==> src/rtl/video_seq_pkg.sv <==
// Shared types and constants for the VGA test-pattern sequencer.
package video_seq_pkg;

   localparam int unsigned UCNT_W = 8;

   typedef enum logic [1:0] {
      ST_WAIT_LOCK = 2'd0,
      ST_FLUSH     = 2'd1,
      ST_PREFILL   = 2'd2,
      ST_RUN       = 2'd3
   } state_e;

endpackage

==> src/rtl/button_debounce.sv <==
// Two-flop synchronizer and debounce for an active-low push button.
// Emits a one-cycle press pulse once a new pressed level has been stable.
module button_debounce #(
   parameter int unsigned DEBOUNCE_CYCLES = 65536
) (
   input  logic clk,
   input  logic rst_n,
   input  logic i_button_n,
   output logic o_press
);

   localparam int unsigned CW = $clog2(DEBOUNCE_CYCLES + 1);

   logic [1:0]    r_sync;
   logic          r_level;
   logic [CW-1:0] r_cnt;
   logic          r_press;
   logic          w_pressed;

   assign w_pressed = ~r_sync[1];

   // Counter runs only while the synced level differs from the accepted level;
   // any bounce back to the accepted level reloads it.
   always_ff @(posedge clk or negedge rst_n) begin
      if (!rst_n) begin
         r_sync  <= 2'b11;
         r_level <= 1'b0;
         r_cnt   <= '0;
         r_press <= 1'b0;
      end else begin
         r_sync  <= {r_sync[0], i_button_n};
         r_press <= 1'b0;
         if (w_pressed == r_level) begin
            r_cnt <= '0;
         end else if (r_cnt == CW'(DEBOUNCE_CYCLES - 1)) begin
            r_cnt   <= '0;
            r_level <= w_pressed;
            r_press <= w_pressed;
         end else begin
            r_cnt <= r_cnt + CW'(1);
         end
      end
   end

   assign o_press = r_press;

endmodule

==> src/rtl/video_seq_ctrl.sv <==
// Bring-up / frame-aligned pattern sequencer for the VGA test-pattern path.
// Define VIDEO_SEQ_UNDERFLOW_CNT_EN to implement the saturating underflow counter.
module video_seq_ctrl
   import video_seq_pkg::*;
#(
   parameter int unsigned DEBOUNCE_CYCLES = 65536,
   parameter int unsigned FLUSH_CYCLES    = 16,
   parameter int unsigned N_PATTERNS      = 4,
   parameter int unsigned PW              = 2
) (
   input  logic              clk,
   input  logic              rst_n,
   input  logic              pll_locked,
   input  logic              button_n,
   input  logic              fifo_empty,
   input  logic              fifo_almost_full,
   input  logic              fetch,
   input  logic              frame_start,
   output logic [PW-1:0]     pattern,
   output logic              gen_rst,
   output logic              gen_cke,
   output logic              fifo_flush,
   output logic              tx_en,
   output logic [UCNT_W-1:0] underflow_cnt,
   output logic [1:0]        state
);

   localparam int unsigned FCW = $clog2(FLUSH_CYCLES + 1);

   logic [1:0]     r_lock_sync;
   logic           w_lock;
   logic           w_press;
   state_e         r_state;
   state_e         w_state_nxt;
   logic [FCW-1:0] r_flush_cnt;
   logic [PW-1:0]  r_pattern;
   logic [PW-1:0]  r_pending_pattern;
   logic           w_pending;
   logic           w_underflow;
   logic           r_gen_rst, r_gen_cke, r_fifo_flush, r_tx_en;
   logic           w_gen_rst_nxt, w_gen_cke_nxt, w_fifo_flush_nxt, w_tx_en_nxt;

   function automatic logic [PW-1:0] f_next_pattern(input logic [PW-1:0] p);
      return (p == PW'(N_PATTERNS - 1)) ? '0 : p + PW'(1);
   endfunction

   button_debounce #(.DEBOUNCE_CYCLES(DEBOUNCE_CYCLES)) u_button_debounce (
      .clk        (clk),
      .rst_n      (rst_n),
      .i_button_n (button_n),
      .o_press    (w_press)
   );

   assign w_lock      = r_lock_sync[1];
   assign w_pending   = (r_pending_pattern != r_pattern);
   assign w_underflow = (r_state == ST_RUN) && fetch && fifo_empty;

   // Next state, then the registered outputs decoded from that next state.
   always_comb begin
      w_state_nxt      = r_state;
      w_gen_rst_nxt    = 1'b1;
      w_gen_cke_nxt    = 1'b0;
      w_fifo_flush_nxt = 1'b0;
      w_tx_en_nxt      = 1'b0;
      case (r_state)
         ST_WAIT_LOCK: if (w_lock) w_state_nxt = ST_FLUSH;
         ST_FLUSH:     if (r_flush_cnt == FCW'(FLUSH_CYCLES - 1)) w_state_nxt = ST_PREFILL;
         ST_PREFILL:   if (fifo_almost_full) w_state_nxt = ST_RUN;
         ST_RUN:       if (w_underflow || (frame_start && w_pending)) w_state_nxt = ST_FLUSH;
         default:      w_state_nxt = ST_WAIT_LOCK;
      endcase
      if (!w_lock) w_state_nxt = ST_WAIT_LOCK;
      case (w_state_nxt)
         ST_FLUSH:   w_fifo_flush_nxt = 1'b1;
         ST_PREFILL: begin
            w_gen_rst_nxt = 1'b0;
            w_gen_cke_nxt = ~fifo_almost_full;
         end
         ST_RUN: begin
            w_gen_rst_nxt = 1'b0;
            w_gen_cke_nxt = ~fifo_almost_full;
            w_tx_en_nxt   = 1'b1;
         end
         default: ;
      endcase
   end

   always_ff @(posedge clk or negedge rst_n) begin
      if (!rst_n) begin
         r_lock_sync       <= 2'b00;
         r_state           <= ST_WAIT_LOCK;
         r_flush_cnt       <= '0;
         r_pattern         <= '0;
         r_pending_pattern <= '0;
         r_gen_rst         <= 1'b1;
         r_gen_cke         <= 1'b0;
         r_fifo_flush      <= 1'b0;
         r_tx_en           <= 1'b0;
      end else begin
         r_lock_sync  <= {r_lock_sync[0], pll_locked};
         r_state      <= w_state_nxt;
         r_gen_rst    <= w_gen_rst_nxt;
         r_gen_cke    <= w_gen_cke_nxt;
         r_fifo_flush <= w_fifo_flush_nxt;
         r_tx_en      <= w_tx_en_nxt;
         r_flush_cnt  <= ((r_state == ST_FLUSH) && (w_state_nxt == ST_FLUSH))
                         ? r_flush_cnt + FCW'(1) : '0;
         // FLUSH entry latches the pre-increment pending value if a press coincides.
         if ((w_state_nxt == ST_FLUSH) && (r_state != ST_FLUSH))
            r_pattern <= r_pending_pattern;
         if (w_press)
            r_pending_pattern <= f_next_pattern(r_pending_pattern);
      end
   end

`ifdef VIDEO_SEQ_UNDERFLOW_CNT_EN
   logic [UCNT_W-1:0] r_underflow_cnt;

   always_ff @(posedge clk or negedge rst_n) begin
      if (!rst_n)
         r_underflow_cnt <= '0;
      else if (w_underflow && (r_underflow_cnt != '1))
         r_underflow_cnt <= r_underflow_cnt + UCNT_W'(1);
   end

   assign underflow_cnt = r_underflow_cnt;
`else
   assign underflow_cnt = '0;
`endif

   assign pattern    = r_pattern;
   assign gen_rst    = r_gen_rst;
   assign gen_cke    = r_gen_cke;
   assign fifo_flush = r_fifo_flush;
   assign tx_en      = r_tx_en;
   assign state      = r_state;

endmodule

==> config.mk <==
export PLATFORM = sky130hd
export DESIGN_NAME = video_seq_ctrl
export DESIGN_NICKNAME = d
export VERILOG_FILES = /design/src/rtl/video_seq_pkg.sv /design/src/rtl/button_debounce.sv /design/src/rtl/video_seq_ctrl.sv
export SDC_FILE = /design/constraint.sdc
export NUM_CORES = 1
export LEC_CHECK = 0
export BUFFER_PORTS_ARGS = -buffer_cell sky130_fd_sc_hd__buf_4
export CORE_AREA = 3 3 83 85
export CTS_CLUSTER_DIAMETER = 80
export CTS_CLUSTER_SIZE = 12
export DETAILED_ROUTE_END_ITERATION = 16
export DIE_AREA = 0 0 86 88
export SYNTH_ARGS = -nofsm -noshare
export SYNTH_HDL_FRONTEND = slang
export SYNTH_HIERARCHICAL = 1
export SYNTH_SLANG_ARGS = --single-unit
==> constraint.sdc <==
create_clock -name clk -period 2.3 [get_ports clk]
set_input_delay 0.115 -clock clk [delete_from_list [all_inputs] [get_ports clk]]
set_output_delay 0.115 -clock clk [all_outputs]
set_load 0.005 [all_outputs]
==> summary.txt, run 1 <==
Run status -> complete, no violations
Residual DRC count -> 0
H-Tree Depth -> 2
Clock slew at the register clock pins of the worst setup and hold paths -> 0.08 ns
Area of the core region -> 0.006277 mm²
First DRT Iteration DRCs -> 49
Highest attainable clock frequency -> 493.9 MHz
Slew headroom -> 63.58%
Diodes inserted -> 0
Sum of buffers and inverters on the critical path -> 0
Library cell with the largest summed area after synthesis -> sky130_fd_sc_hd__dfrtp_1
GR Util All Layers -> 9.545%
Fin Clk Skew -> 0.008268 ns
Launching instance or port of the critical path -> u_button_debounce/r_cnt[0]$_DFF_PN0_
Yosys warnings -> 6
Slowest stage delay, CP -> 0.60 ns
Maximum resistive drop on vdd -> 0.2785 mV
Worst hold slack -> 0.06615 ns
Worst path depth -> 5
Slowest cell on the critical path -> sky130_fd_sc_hd__or4_4
Leakage -> 0.9284 nW
Post-synth top cells -> sky130_fd_sc_hd__dfrtp_1, sky130_fd_sc_hd__nor2_1, sky130_fd_sc_hd__buf_4, sky130_fd_sc_hd__xnor2_1, sky130_fd_sc_hd__xor2_1
Via count -> 1,243
Cells after Synth -> 171
Max-Cap Viols -> 0
Final nets -> 204
Later-pin clock latency in the skew report -> 0.29 ns
Wirelength, routed -> 3112 µm
Clock Path Buffers -> 2
Leftover overflow at the end of global routing -> 0
Ordered list of cells on the worst path -> ha_1 -> nand4_1 -> or4_4 -> o21ai_4 -> nor2_1
Number of buffers created by CTS -> 5
Critical Path Start Type -> register
Clock sink count -> 38
Launch point of the worst reg-to-reg path -> u_button_debounce/r_cnt[0]$_DFF_PN0_
Class of the most critical hold timing path -> in -> reg
Final weighted congestion of routability-driven global placement -> 0.7582
Number of pins exceeding their max-slew limit in the final report -> 0
TritonCTS clock tree -> done
Worst Max-Slew Pin Slew -> 0.5326 ns
Part of the cycle the worst path needs -> 88.03%
Async S/R FF share, synth -> 100.0%
Final HPWL from detailed placement -> 2086 µm
Root Driver -> sky130_fd_sc_hd__clkbuf_8
Number of distinct library cells after synthesis -> 44
Die boundary height -> 88 µm
Share of layout cells above drive strength 1 -> 17.62%
Minimum setup slack among reg-to-reg paths -> 0.28 ns
EDFF count, synth -> 0
Depth of the worst register-to-register path -> 5
Time the worst path needs with I/O delays and setup -> 2.025 ns
Arrival time of data at the critical path endpoint -> 2.18 ns
Number of I/O pins -> 24
RSZ-0062 raised after global routing -> false
FF+latch count, synth -> 38
Final Hold Violating Endpoints -> 0
Average routed wire per standard cell -> 11.53 µm
Dominant synthesized flop cell -> sky130_fd_sc_hd__dfrtp_1
Row count -> 29
Largest delay contributor family on the critical path -> simple AND/OR/NAND/NOR gates
Setup violation total in the final timing report -> 0
Leading cell type by number of instances after synthesis -> sky130_fd_sc_hd__dfrtp_1
Count of buffers inserted at the top-level ports -> 15
Crit path to -> u_button_debounce/r_cnt[9]$_DFF_PN0_
Average vias per placed instance -> 4.604
First-pass GRT wire length -> 5651 µm
Proportion of synthesized chip area in sequential cells -> 51.42%
Initial antenna violation count -> 0
Maximum number of pins on one net before global-route repair -> 39
Post-CTS setup-driven buffer insertion count -> 0
WP data required -> 2.45 ns
Signed area change from the synthesized netlist to the final layout -> 14.35%
Most area-consuming cells after synthesis -> sky130_fd_sc_hd__dfrtp_1, sky130_fd_sc_hd__nor2_1, sky130_fd_sc_hd__dfstp_2
Effective utilization at floorplan -> 29.58%
Total Die Area -> 0.007568 mm²
Max FO, Critical Path -> 14
DR pass1 iterations -> 4
Synth Area per Inst -> 10.86 µm²
Synth top area share -> 47.17%
Total standard cell area after synthesis -> 0.001857 mm²
Number of nets still failing antenna checks after routing -> 0
Via count of the first global-routing pass -> 1,249
Sum of negative setup slack -> 0 ns
Worst reg2reg endpoint -> u_button_debounce/r_cnt[9]$_DFF_PN0_
Type of the worst setup path -> reg -> reg
Total power density per cell area -> 589.6 mW/mm²
Kind of end point of the critical path -> register
Die X-Extent -> 86 µm
[layout make-up]
type	instances	area (µm²)
clock buffer	7	86.33
clock inverter	1	5.005
fill	638	4154
inverter	6	22.52
multi-input combinational	123	815.8
sequential	38	954.7
tap	77	96.34
timing repair buffer	18	142.6
[worst register-to-register path, delay by kind of cell, from the launching register on]
family          cells  cell delay, ns
simple gates        3            0.92
flops               1            0.39
compound gates      1            0.35
fa+ha+maj           1            0.24
[logic make-up (layout without fill, tap and decap cells)]
logic type	Yosys count	count (layout)	synth area share, %
simple gates	67	67	19.41
flops	38	38	51.42
compound gates	24	24	10.51
xor+xnor	18	18	8.491
buf+inv	17	32	6.064
fa+ha+maj	4	4	2.696
mux	2	2	1.213
other cells	1	8	0.2020
[metal layers]
metal	vias up	global-route usage (%)	wire length, µm
met2	28	14.86	1417
met4	0	5.612	63
met1	588	11.62	1472
met3	5	3.010	158
li1	622	-	-
met5	-	0	0
[cells in the final DEF, fill, tap and decap left out, drive strengths merged, types with 6 or more instances in the layout]
| master | instances |
|---|---|
| dfrtp | 35 |
| conb | 8 |
| clkbuf | 7 |
| nor3 | 6 |
| xor2 | 9 |
| nand2 | 8 |
| inv | 6 |
| nand3 | 6 |
| xnor2 | 9 |
| nor2 | 25 |
| buf | 15 |
[where the power goes]
| part | total, W | internal [W] | switching [W] |
|---|---|---|---|
| clock | 0.000468 | 0.000242 | 0.000226 |
| combinational | 0.0000807 | 0.0000363 | 0.0000444 |
| sequential | 0.000703 | 0.000685 | 0.0000185 |
[metrics by stage]
stage               utilization [%]  instance area, µm²  setup WS [ns]  cells  total power (W)
floorplan                         -                1883         0.4518    178        0.0007631
global placement              31.89                2002         0.3153    259        0.0007941
detailed placement            31.89                2002         0.2757    259        0.0007943
CTS                           33.83                2123         0.2619    270         0.001283
global route                  33.83                2123         0.1232    270         0.001322
finish                        33.83                2123         0.2752    270         0.001252
[registers in the layout (all words and copies together), names as in the netlist]
name	cells
u_button_debounce/r_cnt	17
r_flush_cnt	5
pattern	2
r_lock_sync	2
r_pending_pattern	2
state	2
u_button_debounce/r_sync	2
fifo_flush	1
gen_cke	1
gen_rst	1
tx_en	1
u_button_debounce/o_press	1
u_button_debounce/r_level	1
[repair_timing]
item                                   in CTS  in global routing
endpoints found under the hold margin      37                  0
hold buffers                                3                  0
gates resized for setup                     0                  0
setup endpoints to repair                   0                  0
[how the worst min path moves through the flow]
stage                      from                   end  depth (start not counted)
3_3_place_gp              rst_n       tx_en$_DFF_PN0_                          1
6_report       fifo_almost_full     gen_cke$_DFF_PN0_                          3
3_5_place_dp              rst_n       tx_en$_DFF_PN0_                          1
5_1_grt        fifo_almost_full     gen_cke$_DFF_PN0_                          3
2_1_floorplan             rst_n  fifo_flush$_DFF_PN0_                          0
4_1_cts        fifo_almost_full     gen_cke$_DFF_PN0_                          3
No activity file was read; power rests on OpenSTA's default activity.
==> run 2: changes to the inputs <==
Settings changed: BUFFER_PORTS_ARGS -buffer_cell sky130_fd_sc_hd__buf_4 to -buffer_cell sky130_fd_sc_hd__buf_2, CORE_AREA 3 3 83 85 to 3 3 73 75, DIE_AREA 0 0 86 88 to 0 0 76 78.
==> run 2 against run 1 <==
  * Via count increased by 0.56%
  * Count of clock-buffer cells in the layout up 1
  * Worst hold slack better by 0.018 ns
  * Flip-flop and latch count stayed put
  * Die area decreased by 22%
  * Clock power rose by 12%
  * Sequential power about the same
  * Final area down 1.5%
  * Sequential share of layout area up 0.67 points
  * Fmax decreased by 0.11%
  * Non-clock buffer count unchanged
  * Clock skew shrank 0.0040 ns
  * Critical endpoint is now u_button_debounce/r_cnt[12]$_DFF_PN0_
  * Largest power group unchanged
==> summary.txt, run 2 (synthesized netlist as in run 1, its figures left out) <==
Maximum resistive drop on vdd -> 0.4738 mV
TritonCTS clock tree -> done
Final weighted congestion of routability-driven global placement -> 0.7989
Count of buffers inserted at the top-level ports -> 15
Slowest stage delay, CP -> 0.59 ns
Signed area change from the synthesized netlist to the final layout -> 12.67%
Kind of end point of the critical path -> register
Leakage -> 0.9274 nW
Type of the worst setup path -> reg -> reg
Run status -> complete, no violations
Switching power total -> 0.0002854 W
Largest registers ranked by flip-flop count -> u_button_debounce/r_cnt x17, r_flush_cnt x5
Via count -> 1,250
Later-pin clock latency in the skew report -> 0.29 ns
First-pass GRT wire length -> 5326 µm
Final Hold Violating Endpoints -> 0
Root Driver -> sky130_fd_sc_hd__clkbuf_8
Total power density per cell area -> 622.6 mW/mm²
Commonest non-fill, non-tap cell in the layout -> sky130_fd_sc_hd__dfrtp_1
Average routed wire per standard cell -> 11.48 µm
Final nets -> 204
Part of the total power dissipated in combinational logic -> 5.7%
Total Die Area -> 0.005928 mm²
Number of nets still failing antenna checks after routing -> 0
Relative contribution of sequential cells to total power -> 53.9%
Setup violation total in the final timing report -> 0
Clock slew at the register clock pins of the worst setup and hold paths -> 0.07 ns
Highest attainable clock frequency -> 493.4 MHz
Post-CTS setup-driven buffer insertion count -> 0
Initial antenna violation count -> 0
Register bank with the most flops -> u_button_debounce/r_cnt
Time the worst path needs with I/O delays and setup -> 2.027 ns
Largest delay contributor family on the critical path -> simple AND/OR/NAND/NOR gates
Arrival time of data at the critical path endpoint -> 2.19 ns
Worst hold slack -> 0.08391 ns
Number of pins exceeding their max-slew limit in the final report -> 0
RSZ-0062 raised after global routing -> false
Max-Cap Viols -> 0
Number of buffers created by CTS -> 5
Largest register FFs -> 17
Critical Path Start Type -> register
Die X-Extent -> 76 µm
Ordered list of cells on the worst path -> ha_1 -> nand4_1 -> or4_4 -> o21ai_4 -> nor2_1
Class of the most critical hold timing path -> in -> reg
Fin Clk Skew -> 0.004247 ns
GR Util All Layers -> 11.32%
Slowest cell on the critical path -> sky130_fd_sc_hd__or4_4
Clock Path Buffers -> 2
Die boundary height -> 78 µm
Leftover overflow at the end of global routing -> 0
Effective utilization at floorplan -> 39.31%
Internal portion of total power -> 0.001017 W
Wirelength, routed -> 2986 µm
Final HPWL from detailed placement -> 2093 µm
Fill cell total of the finished layout -> 446
WP data required -> 2.46 ns
Sum of negative setup slack -> 0 ns
Area of the core region -> 0.004723 mm²
Average vias per placed instance -> 4.808
Residual DRC count -> 0
Part of the cycle the worst path needs -> 88.13%
Share of layout cells above drive strength 1 -> 18.13%
Hold_buf cts -> 3
# resized after CTS -> 0
Net switching fraction of the power -> 21.91%
Clock sink count -> 38
DR pass1 iterations -> 4
Row count -> 25
First DRT Iteration DRCs -> 101
Maximum number of pins on one net before global-route repair -> 39
H-Tree Depth -> 2
Diodes inserted -> 0
Number of I/O pins -> 24
Leading cell types in the layout, fill and taps excluded -> sky130_fd_sc_hd__dfrtp_1, sky130_fd_sc_hd__nor2_1, sky130_fd_sc_hd__buf_2, sky130_fd_sc_hd__xor2_1, sky130_fd_sc_hd__xnor2_1
Share of power burned in the clock network -> 40.4%
Worst Max-Slew Pin Slew -> 0.8206 ns
Max FO, Critical Path -> 14
Via count of the first global-routing pass -> 1,216
Sum of buffers and inverters on the critical path -> 0
Slew headroom -> 45.30%
==> run 2: cell count changes in the layout (fill, tap and decap cells not counted) <==
cell	delta
sky130_fd_sc_hd__buf_2	+15
sky130_fd_sc_hd__clkbuf_8	+2
sky130_fd_sc_hd__clkinv_2	-1
sky130_fd_sc_hd__clkbuf_1	-1
sky130_fd_sc_hd__buf_4	-15
==> run 2: layout make-up <==
class,instances,area [µm²],share of cell area [%]
Clock buffer,8,110.1,5.263
Inverter,6,22.52,1.077
Multi-Input combinational cell,123,815.8,39.00
Sequential cell,38,954.7,45.63
Tap cell,67,83.83,4.007
Timing Repair Buffer,18,105.1,5.024
==> run 2: per-layer routing <==
| layer | share of wire (%) | up-vias | global-route usage (%) |
|---|---|---|---|
| met2 | 46 | 19 | 17.73 |
| met4 | 2.2 | 0 | 6.703 |
| li1 | - | 626 | - |
| met3 | 3.9 | 6 | 3.364 |
| met1 | 48 | 599 | 13.82 |
| met5 | 0 | - | 0 |
==> run 2: worst register-to-register path, cell delays in order, from the launching register on <==
cell	delay, ns
sky130_fd_sc_hd__dfrtp_1	0.39
sky130_fd_sc_hd__ha_1	0.24
sky130_fd_sc_hd__nand4_1	0.23
sky130_fd_sc_hd__or4_4	0.60
sky130_fd_sc_hd__o21ai_4	0.36
sky130_fd_sc_hd__nor2_1	0.10
==> run 2: per-stage QoR <==
step	utilization, %	power, W	cells	area, µm²	setup WS (ns)
2_1_floorplan	-	0.0007631	178	1883	0.4518
3_3_place_gp	41.32	0.0007861	249	1952	0.3332
3_5_place_dp	41.32	0.0007873	249	1952	0.2592
4_1_cts	44.29	0.001326	260	2092	0.2573
5_1_grt	44.29	0.001362	260	2092	0.1268
6_report	44.29	0.001302	260	2092	0.2730
==> run 2: power by group through the flow <==
stage | clock network [W] | registers (W) | logic [W]
after CTS | 0.000548 | 0.000702 | 0.0000762
after global placement | 0 | 0.000715 | 0.0000713
after detailed placement | 0 | 0.000715 | 0.0000723
final | 0.000526 | 0.000703 | 0.0000738
after floorplan | 0 | 0.000711 | 0.0000524
after global routing | 0.000571 | 0.000705 | 0.0000864
==> run 2: worst paths after layout <==
path,from,endpoint,slack [ns],cells after the start
setup / recovery,u_button_debounce/r_cnt[0]$_DFF_PN0_,u_button_debounce/r_cnt[12]$_DFF_PN0_,0.27,5
hold / removal,fifo_almost_full,gen_cke$_DFF_PN0_,0.08,3
setup reg to reg,u_button_debounce/r_cnt[0]$_DFF_PN0_,u_button_debounce/r_cnt[12]$_DFF_PN0_,0.27,5
hold reg to reg,r_lock_sync[0]$_DFF_PN0_,r_lock_sync[1]$_DFF_PN0_,0.35,0
max in group asynchronous,rst_n,u_button_debounce/r_cnt[15]$_DFF_PN0_,1.33,2
min in group asynchronous,rst_n,state[1]$_DFF_PN0_,0.46,2
